--- src/rtl/seg7_pkg.sv ---
`default_nettype none
// +----------------------------------------------------------------------------+
// | Module   : seg7_pkg                                                         |
// | Brief    : Active-low glyph constants and scan FSM encodings.               |
// | Revision : 1.0                                                              |
// +----------------------------------------------------------------------------+
package seg7_pkg;

    // Segment order {a,b,c,d,e,f,g}, 0 = segment lit
    localparam logic [6:0] GLYPH_0   = 7'b0000001;
    localparam logic [6:0] GLYPH_1   = 7'b1001111;
    localparam logic [6:0] GLYPH_2   = 7'b0010010;
    localparam logic [6:0] GLYPH_3   = 7'b0000110;
    localparam logic [6:0] GLYPH_4   = 7'b1001100;
    localparam logic [6:0] GLYPH_5   = 7'b0100100;
    localparam logic [6:0] GLYPH_6   = 7'b0100000;
    localparam logic [6:0] GLYPH_7   = 7'b0001111;
    localparam logic [6:0] GLYPH_8   = 7'b0000000;
    localparam logic [6:0] GLYPH_9   = 7'b0000100;
    localparam logic [6:0] GLYPH_OFF = 7'b1111111;

    localparam logic [0:0] ST_SHOW = 1'b0;
    localparam logic [0:0] ST_GAP  = 1'b1;

    function automatic int max3(input int a, input int b, input int c);
        int m;
        m = (a > b) ? a : b;
        return (m > c) ? m : c;
    endfunction

endpackage
`default_nettype wire

--- src/rtl/seg7_decode.sv ---
`default_nettype none
// +----------------------------------------------------------------------------+
// | Module   : seg7_decode                                                      |
// | Brief    : BCD to active-low seven-segment glyph; non-BCD codes blank.      |
// | Revision : 1.0                                                              |
// +----------------------------------------------------------------------------+
module seg7_decode
    import seg7_pkg::*;
(
    input  logic [3:0] bcd,
    output logic [6:0] seg_n
);

    always_comb begin
        seg_n = GLYPH_OFF;
        case (bcd)
            4'd0:    seg_n = GLYPH_0;
            4'd1:    seg_n = GLYPH_1;
            4'd2:    seg_n = GLYPH_2;
            4'd3:    seg_n = GLYPH_3;
            4'd4:    seg_n = GLYPH_4;
            4'd5:    seg_n = GLYPH_5;
            4'd6:    seg_n = GLYPH_6;
            4'd7:    seg_n = GLYPH_7;
            4'd8:    seg_n = GLYPH_8;
            4'd9:    seg_n = GLYPH_9;
            default: seg_n = GLYPH_OFF;
        endcase
    end

endmodule
`default_nettype wire

--- src/rtl/seg7_scan_ctrl.sv ---
`default_nettype none
// +----------------------------------------------------------------------------+
// | Module   : seg7_scan_ctrl                                                   |
// | Brief    : Double-buffered N-digit seven-segment scanner with blanking.     |
// | Revision : 1.0                                                              |
// +----------------------------------------------------------------------------+
module seg7_scan_ctrl
    import seg7_pkg::*;
#(
    parameter int N_DIGITS    = 4,
    parameter int REFRESH_DIV = 100000,
    parameter int BLANK_GAP   = 2
)
(
    input  logic                    clk,
    input  logic                    rst_n,
    input  logic                    load,
    input  logic [4*N_DIGITS-1:0]   bcd_in,
    input  logic [N_DIGITS-1:0]     dp_in,
    input  logic                    lz_blank,
    output logic                    ready,
    output logic [N_DIGITS-1:0]     an_n,
    output logic [6:0]              seg_n,
    output logic                    dp_n,
    output logic                    frame_tick
);

    localparam int c_cnt_w = $clog2(max3(REFRESH_DIV, BLANK_GAP, 2));
    localparam int c_idx_w = (N_DIGITS > 1) ? $clog2(N_DIGITS) : 1;

    localparam logic [c_cnt_w-1:0]  c_show_last = c_cnt_w'(REFRESH_DIV - 1);
    localparam logic [c_cnt_w-1:0]  c_gap_last  = c_cnt_w'((BLANK_GAP > 0) ? BLANK_GAP - 1 : 0);
    localparam logic [c_idx_w-1:0]  c_idx_last  = c_idx_w'(N_DIGITS - 1);
    localparam logic [N_DIGITS-1:0] c_an_one    = N_DIGITS'(1);

    logic [0:0]            r_state;
    logic [c_cnt_w-1:0]    r_cnt;
    logic [c_idx_w-1:0]    r_idx;
    logic [4*N_DIGITS-1:0] r_act_bcd;
    logic [N_DIGITS-1:0]   r_act_dp;
    logic [4*N_DIGITS-1:0] r_pend_bcd;
    logic [N_DIGITS-1:0]   r_pend_dp;
    logic                  r_valid;

    logic [0:0]            w_state_nx;
    logic [c_cnt_w-1:0]    w_cnt_nx;
    logic [c_idx_w-1:0]    w_idx_nx;
    logic [c_idx_w-1:0]    w_idx_inc;
    logic                  w_slot_end;
    logic                  w_boundary;
    logic                  w_take;
    logic                  w_xfer;
    logic                  w_valid_nx;
    logic [4*N_DIGITS-1:0] w_act_bcd_nx;
    logic [N_DIGITS-1:0]   w_act_dp_nx;
    logic [N_DIGITS-1:0]   w_zero_above;
    logic                  w_zero_acc;
    logic [3:0]            w_nibble;
    logic [6:0]            w_glyph;
    logic                  w_blank;

    // Scan sequencing: SHOW for REFRESH_DIV cycles, then an optional GAP
    always_comb begin
        w_state_nx = r_state;
        w_cnt_nx   = r_cnt + 1'b1;
        w_idx_nx   = r_idx;
        w_slot_end = 1'b0;
        w_idx_inc  = (r_idx == c_idx_last) ? '0 : r_idx + 1'b1;
        case (r_state)
            ST_SHOW: begin
                if (r_cnt == c_show_last) begin
                    w_cnt_nx = '0;
                    if (BLANK_GAP == 0) begin
                        w_idx_nx   = w_idx_inc;
                        w_slot_end = 1'b1;
                    end else begin
                        w_state_nx = ST_GAP;
                    end
                end
            end
            ST_GAP: begin
                if (r_cnt == c_gap_last) begin
                    w_cnt_nx   = '0;
                    w_state_nx = ST_SHOW;
                    w_idx_nx   = w_idx_inc;
                    w_slot_end = 1'b1;
                end
            end
            default: begin
                w_state_nx = ST_SHOW;
                w_cnt_nx   = '0;
            end
        endcase
        w_boundary = w_slot_end && (r_idx == c_idx_last);
    end

    // take and xfer are exclusive: ready is always the inverse of r_valid
    always_comb begin
        w_take       = load && ready;
        w_xfer       = w_boundary && r_valid;
        w_act_bcd_nx = w_xfer ? r_pend_bcd : r_act_bcd;
        w_act_dp_nx  = w_xfer ? r_pend_dp  : r_act_dp;
        w_valid_nx   = w_take ? 1'b1 : (w_xfer ? 1'b0 : r_valid);
    end

    always_comb begin
        w_zero_acc   = 1'b1;
        w_zero_above = '0;
        for (int i = N_DIGITS - 1; i >= 0; i--) begin
            w_zero_acc      = w_zero_acc && (w_act_bcd_nx[4*i +: 4] == 4'd0);
            w_zero_above[i] = w_zero_acc;
        end
        w_nibble = w_act_bcd_nx[{w_idx_nx, 2'b00} +: 4];
        w_blank  = lz_blank && (w_idx_nx != '0) && w_zero_above[w_idx_nx];
    end

    seg7_decode u_decode (
        .bcd   (w_nibble),
        .seg_n (w_glyph)
    );

    always_ff @(posedge clk or negedge rst_n) begin
        if (!rst_n) begin
            r_state    <= ST_SHOW;
            r_cnt      <= '0;
            r_idx      <= '0;
            r_act_bcd  <= '0;
            r_act_dp   <= '0;
            r_pend_bcd <= '0;
            r_pend_dp  <= '0;
            r_valid    <= 1'b0;
            ready      <= 1'b1;
            an_n       <= '1;
            seg_n      <= GLYPH_OFF;
            dp_n       <= 1'b1;
            frame_tick <= 1'b0;
        end else begin
            r_state    <= w_state_nx;
            r_cnt      <= w_cnt_nx;
            r_idx      <= w_idx_nx;
            r_act_bcd  <= w_act_bcd_nx;
            r_act_dp   <= w_act_dp_nx;
            r_valid    <= w_valid_nx;
            ready      <= !w_valid_nx;
            frame_tick <= w_boundary;
            if (w_take) begin
                r_pend_bcd <= bcd_in;
                r_pend_dp  <= dp_in;
            end
            // Digit content is latched only on SHOW entry (all anodes off
            // while in SHOW only happens on the first cycle after reset).
            if (w_state_nx == ST_GAP) begin
                an_n  <= '1;
                seg_n <= GLYPH_OFF;
                dp_n  <= 1'b1;
            end else if (w_slot_end || (an_n == '1)) begin
                an_n  <= ~(c_an_one << w_idx_nx);
                seg_n <= w_blank ? GLYPH_OFF : w_glyph;
                dp_n  <= ~w_act_dp_nx[w_idx_nx];
            end
        end
    end

endmodule
`default_nettype wire

--- config.mk ---
export PLATFORM = sky130hd
export DESIGN_NAME = seg7_scan_ctrl
export DESIGN_NICKNAME = d
export VERILOG_FILES = /design/src/rtl/seg7_pkg.sv /design/src/rtl/seg7_decode.sv /design/src/rtl/seg7_scan_ctrl.sv
export SDC_FILE = /design/constraint.sdc
export NUM_CORES = 1
export LEC_CHECK = 0
export ABC_AREA = 1
export CAP_MARGIN = 20
export CORE_MARGIN = 5
export CORE_UTILIZATION = 45
export DETAILED_ROUTE_END_ITERATION = 7
export PLACE_DENSITY = 0.65
export SLEW_MARGIN = 5
export SYNTH_ARGS = -nofsm -noshare
export SYNTH_HDL_FRONTEND = slang
export SYNTH_SLANG_ARGS = --single-unit
--- constraint.sdc ---
create_clock -name clk -period 3.1 [get_ports clk]
set_input_delay 0.465 -clock clk [delete_from_list [all_inputs] [get_ports clk]]
set_output_delay 0.465 -clock clk [all_outputs]
set_load 0.05 [all_outputs]
==> impl_metrics.ini <==
[run_status]
status = completed

[critical_path]
cp_num_buf_inv = 5
arrival_ps = 3080
path_class = flip-flop to flip-flop
max_stage_delay_ps = 400
crit_path_end_kind = flip-flop
critPathTopFamily = simple AND/OR/NAND/NOR gates
setup.worst_path.start_class = flip-flop
worst_path_max_delay_cell = dfrtp_1
path_cells = inv_1, ha_1, inv_1, nor2_1, nand2_1, nor2_4, nand2_2, nor2_8, nand3_4, buf_4, nand2_2, nand2_2, nand2_1, nand2_2, inv_1, nand2_1, ha_1, inv_1, o21ai_0, nand3_1, nand2_1, nor2_1, nor2_1
path_max_fanout = 14
cp.required_ps = 3380

[placed_design]
numPlacedInstances = 578
placed_area_sq_mm = 0.00428
hpwl_microns = 5480
finalWeightedCongestion = 0.844
io_buffer_count = 37
place_ws_ps = 265

[yosys]
synth_seq_cells = 75
synth_top_area_share = 0.405
syn-num-nets = 478
synth_ff_type = dfrtp_1
synthTopCellsByArea = dfrtp_1, nand2_1, dfstp_2
syn-cell-area_sq_mm = 0.00383
synth.largest_area_cell = dfrtp_1
async_flop_share = 1.00
ys_warn_count = 0
synth_common_cells = nand2_1, dfrtp_1, nor2_1, inv_1, nand4_1
synth_edf_count = 0
yosysMostFrequentCell = nand2_1
synth_cell_types = 36
yosysSeqAreaShare = 0.494
avgSynthCellArea_sq_um = 8.61
syn_inst = 445

[worst_hold_path]
hold_class = input pin to asynchronous set/reset pin

[clock_tree]
cts_buffers = 9
clk_latency_ps = 350
htreeDepth = 3
numClockSinks = 75
cts_tree = yes
root_buffer = clkbuf_8
clock_path_buffers = 2
clk_pin_slew_worst_paths_ps = 80

[timing]
layout_min_cycle_time_ps = 2790
rsz0062_at_grt = false
skew_ps = 8.09
hold_viol = 0
maxSlewHeadroom = 0.379
drv_slew = 0
setup_slack_ps = 305
fin_crit_sh = 0.902
tightestPinTransition_ps = 932
setup-tns-final_ps = 0
timing.fmax_mhz = 358
finalSetupViolations = 0

[die]
die_x_microns = 102
die_area_sq_mm = 0.0105
fp.dieH_microns = 102
io_pins = 38
num_rows = 33
initial_core_util = 0.464
core_sq_mm = 0.00826

[pwr]
p_per_area_mw_per_mm2 = 408
irDropWorstVdd_mv = 0.261
p_leak_uw = 0.00231

[finish]
drive_gt1_frac = 0.187
stdcell_count = 597
area_growth_pct = 18.1
num_antenna_cells = 0
fin_nets = 520
final_area_sq_mm = 0.00452

[detailed_routing]
drc_errors = 0
wire_per_inst_microns = 12.5
routed_wl_microns = 7450
ant_nets = 0
dr_total_vias = 2898
viasPerCell = 4.85
drt_iter0_drc = 105
firstDrtPassIters = 4

[grt]
grt_overflow = 0
grt_max_degree = 76
track_usage = 0.159
grt_pass1_vias = 2737
antenna_found_initial = 0
grt_pass1_wl_microns = 13000

[flow_run]
maxCapViolCount = 0
-- registers in the layout, indices dropped and copies added, names as in the netlist --
name	cells
r_act_dp	4
r_idx	2
r_cnt	17
frame_tick	1
r_act_bcd	16
r_pend_bcd	16
r_pend_dp	4
r_valid	1
r_state	1
dp_n	1
seg_n	7
an_n	4
ready	1
-- through the flow --
| step | hold slack, ps | total power [uW] | util |
|---|---|---|---|
| after floorplan | 169 | 998 | - |
| after global placement | 464 | 1050 | 0.519 |
| after detailed placement | 465 | 1050 | 0.519 |
| after CTS | 284 | 1870 | 0.545 |
| after global routing | 341 | 1920 | 0.548 |
| final | 217 | 1850 | 0.548 |
-- final cells by class --
type / count / area [sq um]
fillers: 791 / 3730
inverters: 61 / 229
repair buffers: 41 / 398
clock inverters: 7 / 92.6
multi-input cells: 299 / 1660
clock buffers: 9 / 124
flip-flops and latches: 75 / 1890
well taps: 105 / 131
-- path summary, 6_finish.rpt --
check	end	cells past startpoint	slack, ps	startpoint
setup / recovery	seg_n[0]$_DFFE_PN1P_	23	310	r_cnt[1]$_DFF_PN0_
hold reg to reg	r_act_dp[1]$_DFF_PN0_	2	480	r_act_dp[1]$_DFF_PN0_
hold / removal	r_cnt[13]$_DFF_PN0_	1	220	rst_n
min in group clk	r_act_dp[1]$_DFF_PN0_	2	480	r_act_dp[1]$_DFF_PN0_
max in group asynchronous	r_cnt[2]$_DFF_PN0_	1	2240	rst_n
setup reg to reg	seg_n[0]$_DFFE_PN1P_	23	310	r_cnt[1]$_DFF_PN0_
-- kinds of logic after synthesis --
logic type / Yosys count / share of synthesized area
AND/OR/NAND/NOR: 242 / 0.301
flip-flops: 75 / 0.494
buffers and inverters: 71 / 0.0738
AO/OA/AOI/OAI: 26 / 0.0398
multiplexers: 17 / 0.0500
adder cells (fa/ha/maj): 9 / 0.0294
XOR/XNOR: 5 / 0.0114
-- power breakdown --
part           total [uW]  internal (uW)  switching [uW]
Sequential            978            978               0
Clock                 821            452             370
Combinational        46.1           24.8            21.3
Total                1850           1450             391
-- metal layers --
layer,track usage,wire length [microns]
met5,0,0
met4,0.0666,116
met2,0.235,3250
met3,0.0314,300
met1,0.229,3780
-- cell usage in the layout (no fill, tap or decap), drive strengths merged --
cell / instances
nand2: 119
nor2: 70
dfrtp: 62
inv: 61
clkdlybuf4s50: 36
nand3: 20
nand4: 18
mux2: 17
dfstp: 13
a21oi: 12
ha: 9
clkbuf: 9
nor4: 6
nor3: 6
buf: 5
o21ai: 5
clkinv: 5
xnor2: 3
o21a: 3
o21bai: 2
xor2: 2
nor3b: 2
bufinv: 2
a31oi: 1
or2: 1
a2bb2oi: 1
a22o: 1
o22ai: 1
-- repair_timing --
item                       CTS  global route
setup endpoints to repair    0             4
resized for setup            0             0
hold buffers                 0             0
buffers inserted             0             3
Note: power is estimated with default switching activity, not from simulation.
